[src/rtl/traffic_pkg.sv]
// rtl/traffic_pkg.sv - shared constants, state encoding and decode helpers for the phase sequencer
//
// Purpose: state encoding, interval-store addresses, lamp encodings and the
//          state-to-output decode functions used by traffic_phase_sequencer.
// Ports:   none (package).
// Config:  TRAFFIC_WALK_REQ_EN only affects reachability of WALK, not this file.
package traffic_pkg;

    localparam logic [1:0] BASE_ADD = 2'b00;
    localparam logic [1:0] EXTD_ADD = 2'b01;
    localparam logic [1:0] YELL_ADD = 2'b10;

    // Store output is registered: value is valid this many cycles after the address moves.
    localparam logic [1:0] LOAD_WAIT = 2'd2;

    localparam logic [2:0] LAMP_R = 3'b100;
    localparam logic [2:0] LAMP_Y = 3'b010;
    localparam logic [2:0] LAMP_G = 3'b001;

    localparam logic [2:0] ST_MAIN_GRN_BASE = 3'd0;
    localparam logic [2:0] ST_MAIN_GRN_EXT  = 3'd1;
    localparam logic [2:0] ST_MAIN_YEL      = 3'd2;
    localparam logic [2:0] ST_WALK          = 3'd3;
    localparam logic [2:0] ST_SIDE_GRN_BASE = 3'd4;
    localparam logic [2:0] ST_SIDE_GRN_EXT  = 3'd5;
    localparam logic [2:0] ST_SIDE_YEL      = 3'd6;

    typedef enum logic [2:0] {
        MAIN_GRN_BASE = ST_MAIN_GRN_BASE,
        MAIN_GRN_EXT  = ST_MAIN_GRN_EXT,
        MAIN_YEL      = ST_MAIN_YEL,
        WALK          = ST_WALK,
        SIDE_GRN_BASE = ST_SIDE_GRN_BASE,
        SIDE_GRN_EXT  = ST_SIDE_GRN_EXT,
        SIDE_YEL      = ST_SIDE_YEL
    } phase_e;

    function automatic logic [1:0] state_addr(input phase_e s);
        logic [1:0] a;
        a = BASE_ADD;
        case (s)
            MAIN_GRN_EXT, WALK, SIDE_GRN_EXT: a = EXTD_ADD;
            MAIN_YEL, SIDE_YEL:               a = YELL_ADD;
            default:                          a = BASE_ADD;
        endcase
        return a;
    endfunction

    // Any state that does not grant the main street shows red on it.
    function automatic logic [2:0] main_lamp(input phase_e s);
        logic [2:0] l;
        l = LAMP_R;
        case (s)
            MAIN_GRN_BASE, MAIN_GRN_EXT: l = LAMP_G;
            MAIN_YEL:                    l = LAMP_Y;
            default:                     l = LAMP_R;
        endcase
        return l;
    endfunction

    function automatic logic [2:0] side_lamp(input phase_e s);
        logic [2:0] l;
        l = LAMP_R;
        case (s)
            SIDE_GRN_BASE, SIDE_GRN_EXT: l = LAMP_G;
            SIDE_YEL:                    l = LAMP_Y;
            default:                     l = LAMP_R;
        endcase
        return l;
    endfunction

endpackage

[src/rtl/phase_timer.sv]
// rtl/phase_timer.sv - load-wait counter plus seconds down-counter for one phase
//
// Purpose: after start, waits LOAD_WAIT cycles for the parameter store, loads
//          value (0 becomes 1) and counts down on tick; expired flags the tick
//          that ends the phase.
// Ports:   clk, rst_n      clock, async active-low reset
//          start           (re)arm: clears count, begins load wait; held high keeps it armed
//          value[3:0]      interval from the parameter store
//          tick            1 Hz enable
//          expired         combinational, high on the tick where count==1
module phase_timer
    import traffic_pkg::*;
(
    input  logic       clk,
    input  logic       rst_n,
    input  logic       start,
    input  logic [3:0] value,
    input  logic       tick,
    output logic       expired
);

    logic [1:0] wait_q, wait_d;
    logic       pending_q, pending_d;
    logic [3:0] count_q, count_d;

    // Kept independent of start so the top can feed expired back into start.
    assign expired = tick && !pending_q && (count_q == 4'd1);

    always_comb begin
        wait_d    = wait_q;
        pending_d = pending_q;
        count_d   = count_q;
        if (start) begin
            wait_d    = LOAD_WAIT;
            pending_d = 1'b1;
            count_d   = 4'd0;
        end else if (pending_q) begin
            // Ticks are ignored until the interval has been loaded.
            if (wait_q == 2'd0) begin
                pending_d = 1'b0;
                count_d   = (value == 4'd0) ? 4'd1 : value;
            end else begin
                wait_d = wait_q - 2'd1;
            end
        end else if (tick && (count_q > 4'd1)) begin
            count_d = count_q - 4'd1;
        end
    end

    always_ff @(posedge clk or negedge rst_n) begin
        if (!rst_n) begin
            wait_q    <= LOAD_WAIT;
            pending_q <= 1'b1;
            count_q   <= 4'd0;
        end else begin
            wait_q    <= wait_d;
            pending_q <= pending_d;
            count_q   <= count_d;
        end
    end

endmodule

[src/rtl/traffic_phase_sequencer.sv]
// rtl/traffic_phase_sequencer.sv - main/side street phase controller with optional walk phase
//
// Purpose: sequences main/side green-yellow phases, addresses the interval
//          store and drives registered lamp outputs.
// Ports:   clk, sys_reset_n         clock, async active-low reset
//          one_hz_en                1 Hz single-cycle tick
//          sensor_sync              side-street vehicle present
//          prg_sync_in              store reprogramming; forces MAIN_GRN_BASE
//          walk_req_sync            pedestrian request pulse
//          interval_value[3:0]      interval from store (seconds)
//          interval_address[1:0]    address to store
//          main_lights/side_lights  {R,Y,G} one-hot
//          walk_lamp                pedestrian lamp
//          phase_done               one-cycle pulse per timed phase transition
// Config:  TRAFFIC_WALK_REQ_EN enables the walk latch and WALK phase; otherwise
//          walk_req_sync is ignored and walk_lamp is 0.
module traffic_phase_sequencer
    import traffic_pkg::*;
(
    input  logic       clk,
    input  logic       sys_reset_n,
    input  logic       one_hz_en,
    input  logic       sensor_sync,
    input  logic       prg_sync_in,
    input  logic       walk_req_sync,
    input  logic [3:0] interval_value,
    output logic [1:0] interval_address,
    output logic [2:0] main_lights,
    output logic [2:0] side_lights,
    output logic       walk_lamp,
    output logic       phase_done
);

    phase_e     state_q, state_d;
    logic       sens_q, sens_d;
    logic [1:0] addr_q, addr_d;
    logic [2:0] main_q, main_d;
    logic [2:0] side_q, side_d;
    logic       done_q, done_d;
    logic       expired;
    logic       timer_start;

`ifdef TRAFFIC_WALK_REQ_EN
    logic walk_q, walk_d;
    logic walk_lamp_q, walk_lamp_d;
`else
    logic unused_walk_req;
    assign unused_walk_req = walk_req_sync;
`endif

    // Reprogramming holds the timer armed so the load wait begins once it drops.
    assign timer_start = prg_sync_in | expired;

    phase_timer u_timer (
        .clk     (clk),
        .rst_n   (sys_reset_n),
        .start   (timer_start),
        .value   (interval_value),
        .tick    (one_hz_en),
        .expired (expired)
    );

    always_comb begin
        state_d = state_q;
        sens_d  = sens_q;
`ifdef TRAFFIC_WALK_REQ_EN
        walk_d  = walk_q | walk_req_sync;
`endif
        if (state_q == MAIN_GRN_BASE && sensor_sync) begin
            sens_d = 1'b1;
        end
        if (prg_sync_in) begin
            state_d = MAIN_GRN_BASE;
            sens_d  = 1'b0;
`ifdef TRAFFIC_WALK_REQ_EN
            walk_d  = 1'b0;
`endif
        end else if (expired) begin
            sens_d = 1'b0;
            case (state_q)
                MAIN_GRN_BASE: state_d = (sens_q || sensor_sync) ? MAIN_YEL : MAIN_GRN_EXT;
                MAIN_GRN_EXT:  state_d = MAIN_YEL;
                MAIN_YEL: begin
                    state_d = SIDE_GRN_BASE;
`ifdef TRAFFIC_WALK_REQ_EN
                    if (walk_q) begin
                        state_d = WALK;
                        // A request arriving on the entry cycle is kept for the next round.
                        walk_d  = walk_req_sync;
                    end
`endif
                end
                WALK:          state_d = SIDE_GRN_BASE;
                SIDE_GRN_BASE: state_d = sensor_sync ? SIDE_GRN_EXT : SIDE_YEL;
                SIDE_GRN_EXT:  state_d = SIDE_YEL;
                default:       state_d = MAIN_GRN_BASE;
            endcase
        end

        addr_d = state_addr(state_d);
        main_d = main_lamp(state_d);
        side_d = side_lamp(state_d);
        done_d = expired && !prg_sync_in;
`ifdef TRAFFIC_WALK_REQ_EN
        walk_lamp_d = (state_d == WALK);
`endif
    end

    always_ff @(posedge clk or negedge sys_reset_n) begin
        if (!sys_reset_n) begin
            state_q <= MAIN_GRN_BASE;
            sens_q  <= 1'b0;
            addr_q  <= BASE_ADD;
            main_q  <= LAMP_G;
            side_q  <= LAMP_R;
            done_q  <= 1'b0;
        end else begin
            state_q <= state_d;
            sens_q  <= sens_d;
            addr_q  <= addr_d;
            main_q  <= main_d;
            side_q  <= side_d;
            done_q  <= done_d;
        end
    end

`ifdef TRAFFIC_WALK_REQ_EN
    always_ff @(posedge clk or negedge sys_reset_n) begin
        if (!sys_reset_n) begin
            walk_q      <= 1'b0;
            walk_lamp_q <= 1'b0;
        end else begin
            walk_q      <= walk_d;
            walk_lamp_q <= walk_lamp_d;
        end
    end
    assign walk_lamp = walk_lamp_q;
`else
    assign walk_lamp = 1'b0;
`endif

    assign interval_address = addr_q;
    assign main_lights      = main_q;
    assign side_lights      = side_q;
    assign phase_done       = done_q;

endmodule
[config.mk]
export PLATFORM = sky130hd
export DESIGN_NAME = traffic_phase_sequencer
export DESIGN_NICKNAME = d
export VERILOG_FILES = /design/src/rtl/traffic_pkg.sv /design/src/rtl/phase_timer.sv /design/src/rtl/traffic_phase_sequencer.sv
export SDC_FILE = /design/constraint.sdc
export NUM_CORES = 1
export LEC_CHECK = 0
export BUFFER_PORTS_ARGS = -buffer_cell sky130_fd_sc_hd__buf_2
export CORE_MARGIN = 1.5
export CORE_UTILIZATION = 45
export CTS_BUF_LIST = sky130_fd_sc_hd__clkbuf_16
export DETAILED_ROUTE_END_ITERATION = 6
export PLACE_DENSITY = 0.67
export SKIP_LAST_GASP = 1
export SLEW_MARGIN = 20
export SYNTH_ARGS = -nofsm -noshare
export SYNTH_HDL_FRONTEND = slang
export SYNTH_SLANG_ARGS = --single-unit
[constraint.sdc]
create_clock -name clk -period 5.32 [get_ports clk]
set_clock_uncertainty 0.1 [all_clocks]
set_input_delay 0.266 -clock clk [delete_from_list [all_inputs] [get_ports clk]]
set_output_delay 0.266 -clock clk [all_outputs]
set_load 0.1 [all_outputs]
==> summary.txt <==
Cells after DPL: 146
Post-Syn Area: 1020 sq um
Starting Density: 46.8%
fin nets: 138
Hold Fails Final Rpt: 0
boundary pin count: 20
CP Capture Type: flip-flop
Max Root-Sink Buffers: 2
CTS tree: done
Setup Buffers After CTS: 0
Final period util: 40.3%
DP Wirelength: 1.52 mm
fin cells: 151
register area share after synthesis: 49.8%
Worst Setup Path Type: reg -> reg
RSZ-0062 raised after global routing: no
Initial DRC Count: 9
total power: 0.000537 W
DR vias/cell: 5.38
max-slew headroom at the worst pin: 62.4%
DIE WIDTH: 50.5 microns
largest family of logic cells by synthesized area: simple AND/OR/NAND/NOR gates
Mapped Nets: 118
Synth async-reset ratio: 100%
number of port buffers: 17
PwrDens: 435 nW/um^2
Die H: 50.5 microns
H-tree Lvls: 1
Adder-Cell Fraction of Synth Area: 4.93%
synth unique cells: 41
first-pass GRT wire length: 3.64 mm
Total GRT Usage: 18.8%
Synth Area in Compound Gates: 17.0%
core footprint: 2170 sq um
drt total wl: 2.10 mm
GPL Wtd Cong: 0.817
vias in the first global route: 847
Clock Tree Root: clkbuf_16
CP Launch Type: flip-flop
DRC violations left: 0
ratio of cells with drive above 1 in the final layout: 25.2%
most common cell after layout, fill and taps aside: buf_2
Worst-Skew Late Latency: 250 ps
most frequent cells in the layout: buf_2, dfrtp_1, nor2_1
EDFF count, synth: 0
worst hold path class: in -> reg
clock-pin slew on the worst setup and hold paths: 60 ps
CTS sink count: 20
Crit path arrival time: 2180 ps
quantity of gates resized following cts: 0
maximum number of pins on one net before global-route repair: 21
synthesis-to-finish area growth: 21.7%
Post-Synthesis Cells: 104
status: complete, no violations
initial antenna violation count: 0
Tmin final: 2150 ps
TritonRoute pass-1 iters: 3
Remaining Overflow, GRT: 0
fin. max-slew vios: 0
fillers: 200
Post-Synth XOR/XNOR Area: 0.862%
top fanout value on the critical path: 5
TritonCTS Buffers: 3
Post-DRT Antenna Nets: 0
Top FF cell, synth: dfrtp_1
leakage: 0.568 nW
Setup Viol. Count Final: 0
multiplexer area fraction after synthesis: 0%
warning count from the yosys run: 0
Finished Core Util: 57.0%
cell row count: 17
Simple-Gate Fraction of Synth Area: 24.1%
ANT cells: 0
#FFs+latches synth: 20
mean post-synth cell area: 9.77 sq um
routed len/inst: 13.9 microns
max_cap viols: 0
DR vias: 813
Slew @ Worst Pin: 562 ps
peak supply drop: 209 uV
DIE AREA: 2550 sq um
CP Data Required Time: 5350 ps
post-route setup TNS: 0 ps
f_max: 466 MHz
layout make-up:
| class | instances | area [sq um] | area share (%) |
|---|---|---|---|
| clock buffers | 3 | 75.1 | 6.07 |
| inverters | 4 | 15.0 | 1.21 |
| clock inverters | 1 | 30.0 | 2.43 |
| flip-flops and latches | 20 | 505 | 40.9 |
| repair buffers | 18 | 95.1 | 7.69 |
| multi-input cells | 77 | 480 | 38.9 |
| well taps | 28 | 35.0 | 2.83 |
worst max-delay path: stages (launching register included):
cell and delay [ps]:
dfrtp_1 390, inv_1 80, ha_1 200, or3b_4 430, or4_4 560, a21oi_2 210, nor3_1 70
logic make-up (layout without fill, tap and decap cells):
kind of cell / count (synthesis) / count (layout)
AOI/OAI and AO/OA: 26 / 26
xor gates and xnor gates: 1 / 1
adders and majority gates: 4 / 4
buffers and inverters: 7 / 26
DFF: 20 / 20
other: 1 / 1
and+or+nand+nor: 45 / 45
path summary, 6_finish.rpt:
path,from,endpoint,slack (ps),cells after the start
worst max register to register,u_timer.count_q[1]$_DFFE_PN0P_,side_lights[0]$_DFF_PN0_,3170,6
worst min-delay path,prg_sync_in,state_q[0]$_DFF_PN0_,230,2
worst min register to register,u_timer.wait_q[1]$_DFFE_PN1P_,u_timer.wait_q[1]$_DFFE_PN1P_,400,2
worst max-delay path,u_timer.count_q[1]$_DFFE_PN0P_,side_lights[0]$_DFF_PN0_,3170,6
max in group asynchronous,sys_reset_n,main_lights[0]$_DFF_PN1_,4380,2
min in group asynchronous,sys_reset_n,sens_q$_DFFE_PN0P_,400,2
through the flow:
step           area (sq um)  worst slack [ps]  hold slack, ps
2_1_floorplan          1020              3310            -130
3_3_place_gp           1120              3220             137
3_5_place_dp           1120              3190             140
4_1_cts                1240              3180             219
5_1_grt                1240              3050             232
6_report               1240              3170             231
synthesized netlist by cell type, types with 2 or more instances:
library cell  count  area share [%]
a211oi_1          3             2.2
nand3_1           3             1.5
or2_2             3             1.8
a21oi_1           7             3.4
dfstp_2           4              10
o21ai_0           2            0.99
ha_1              4             4.9
nand2_1           7             2.6
clkbuf_1          2            0.74
o211ai_1          2             1.5
nand2b_1          3             1.8
nor3_1            3             1.5
dfrtp_1          16              39
a21o_1            2             1.5
inv_1             4             1.5
nor2_1           14             5.2
repair_timing:
item                                    in CTS  in global routing
endpoints found under the hold margin       16                  0
hold buffers                                 1                  0
endpoints found under the setup margin       0                  0
routing by layer:
metal  track usage [%]  part of all wire, %
met1              21.3                   43
met2              33.8                   53
met3              3.57                  3.5
met4              9.01                  1.3
met5                 0                    0
sequential cells by signal (all words and copies together) (netlist names):
register / count
interval_address: 2
state_q: 3
u_timer.count_q: 4
u_timer.pending_q: 1
main_lights: 3
phase_done: 1
sens_q: 1
u_timer.wait_q: 2
side_lights: 3
power by group:
part	switching, W	internal [W]	total [W]
combinational	0.0000764	0.0000563	0.000133
sequential	0.0000236	0.000176	0.000200
clock	0.0000558	0.000149	0.000205
total	0.000156	0.000382	0.000537
Note: power is estimated with default switching activity, not from simulation.
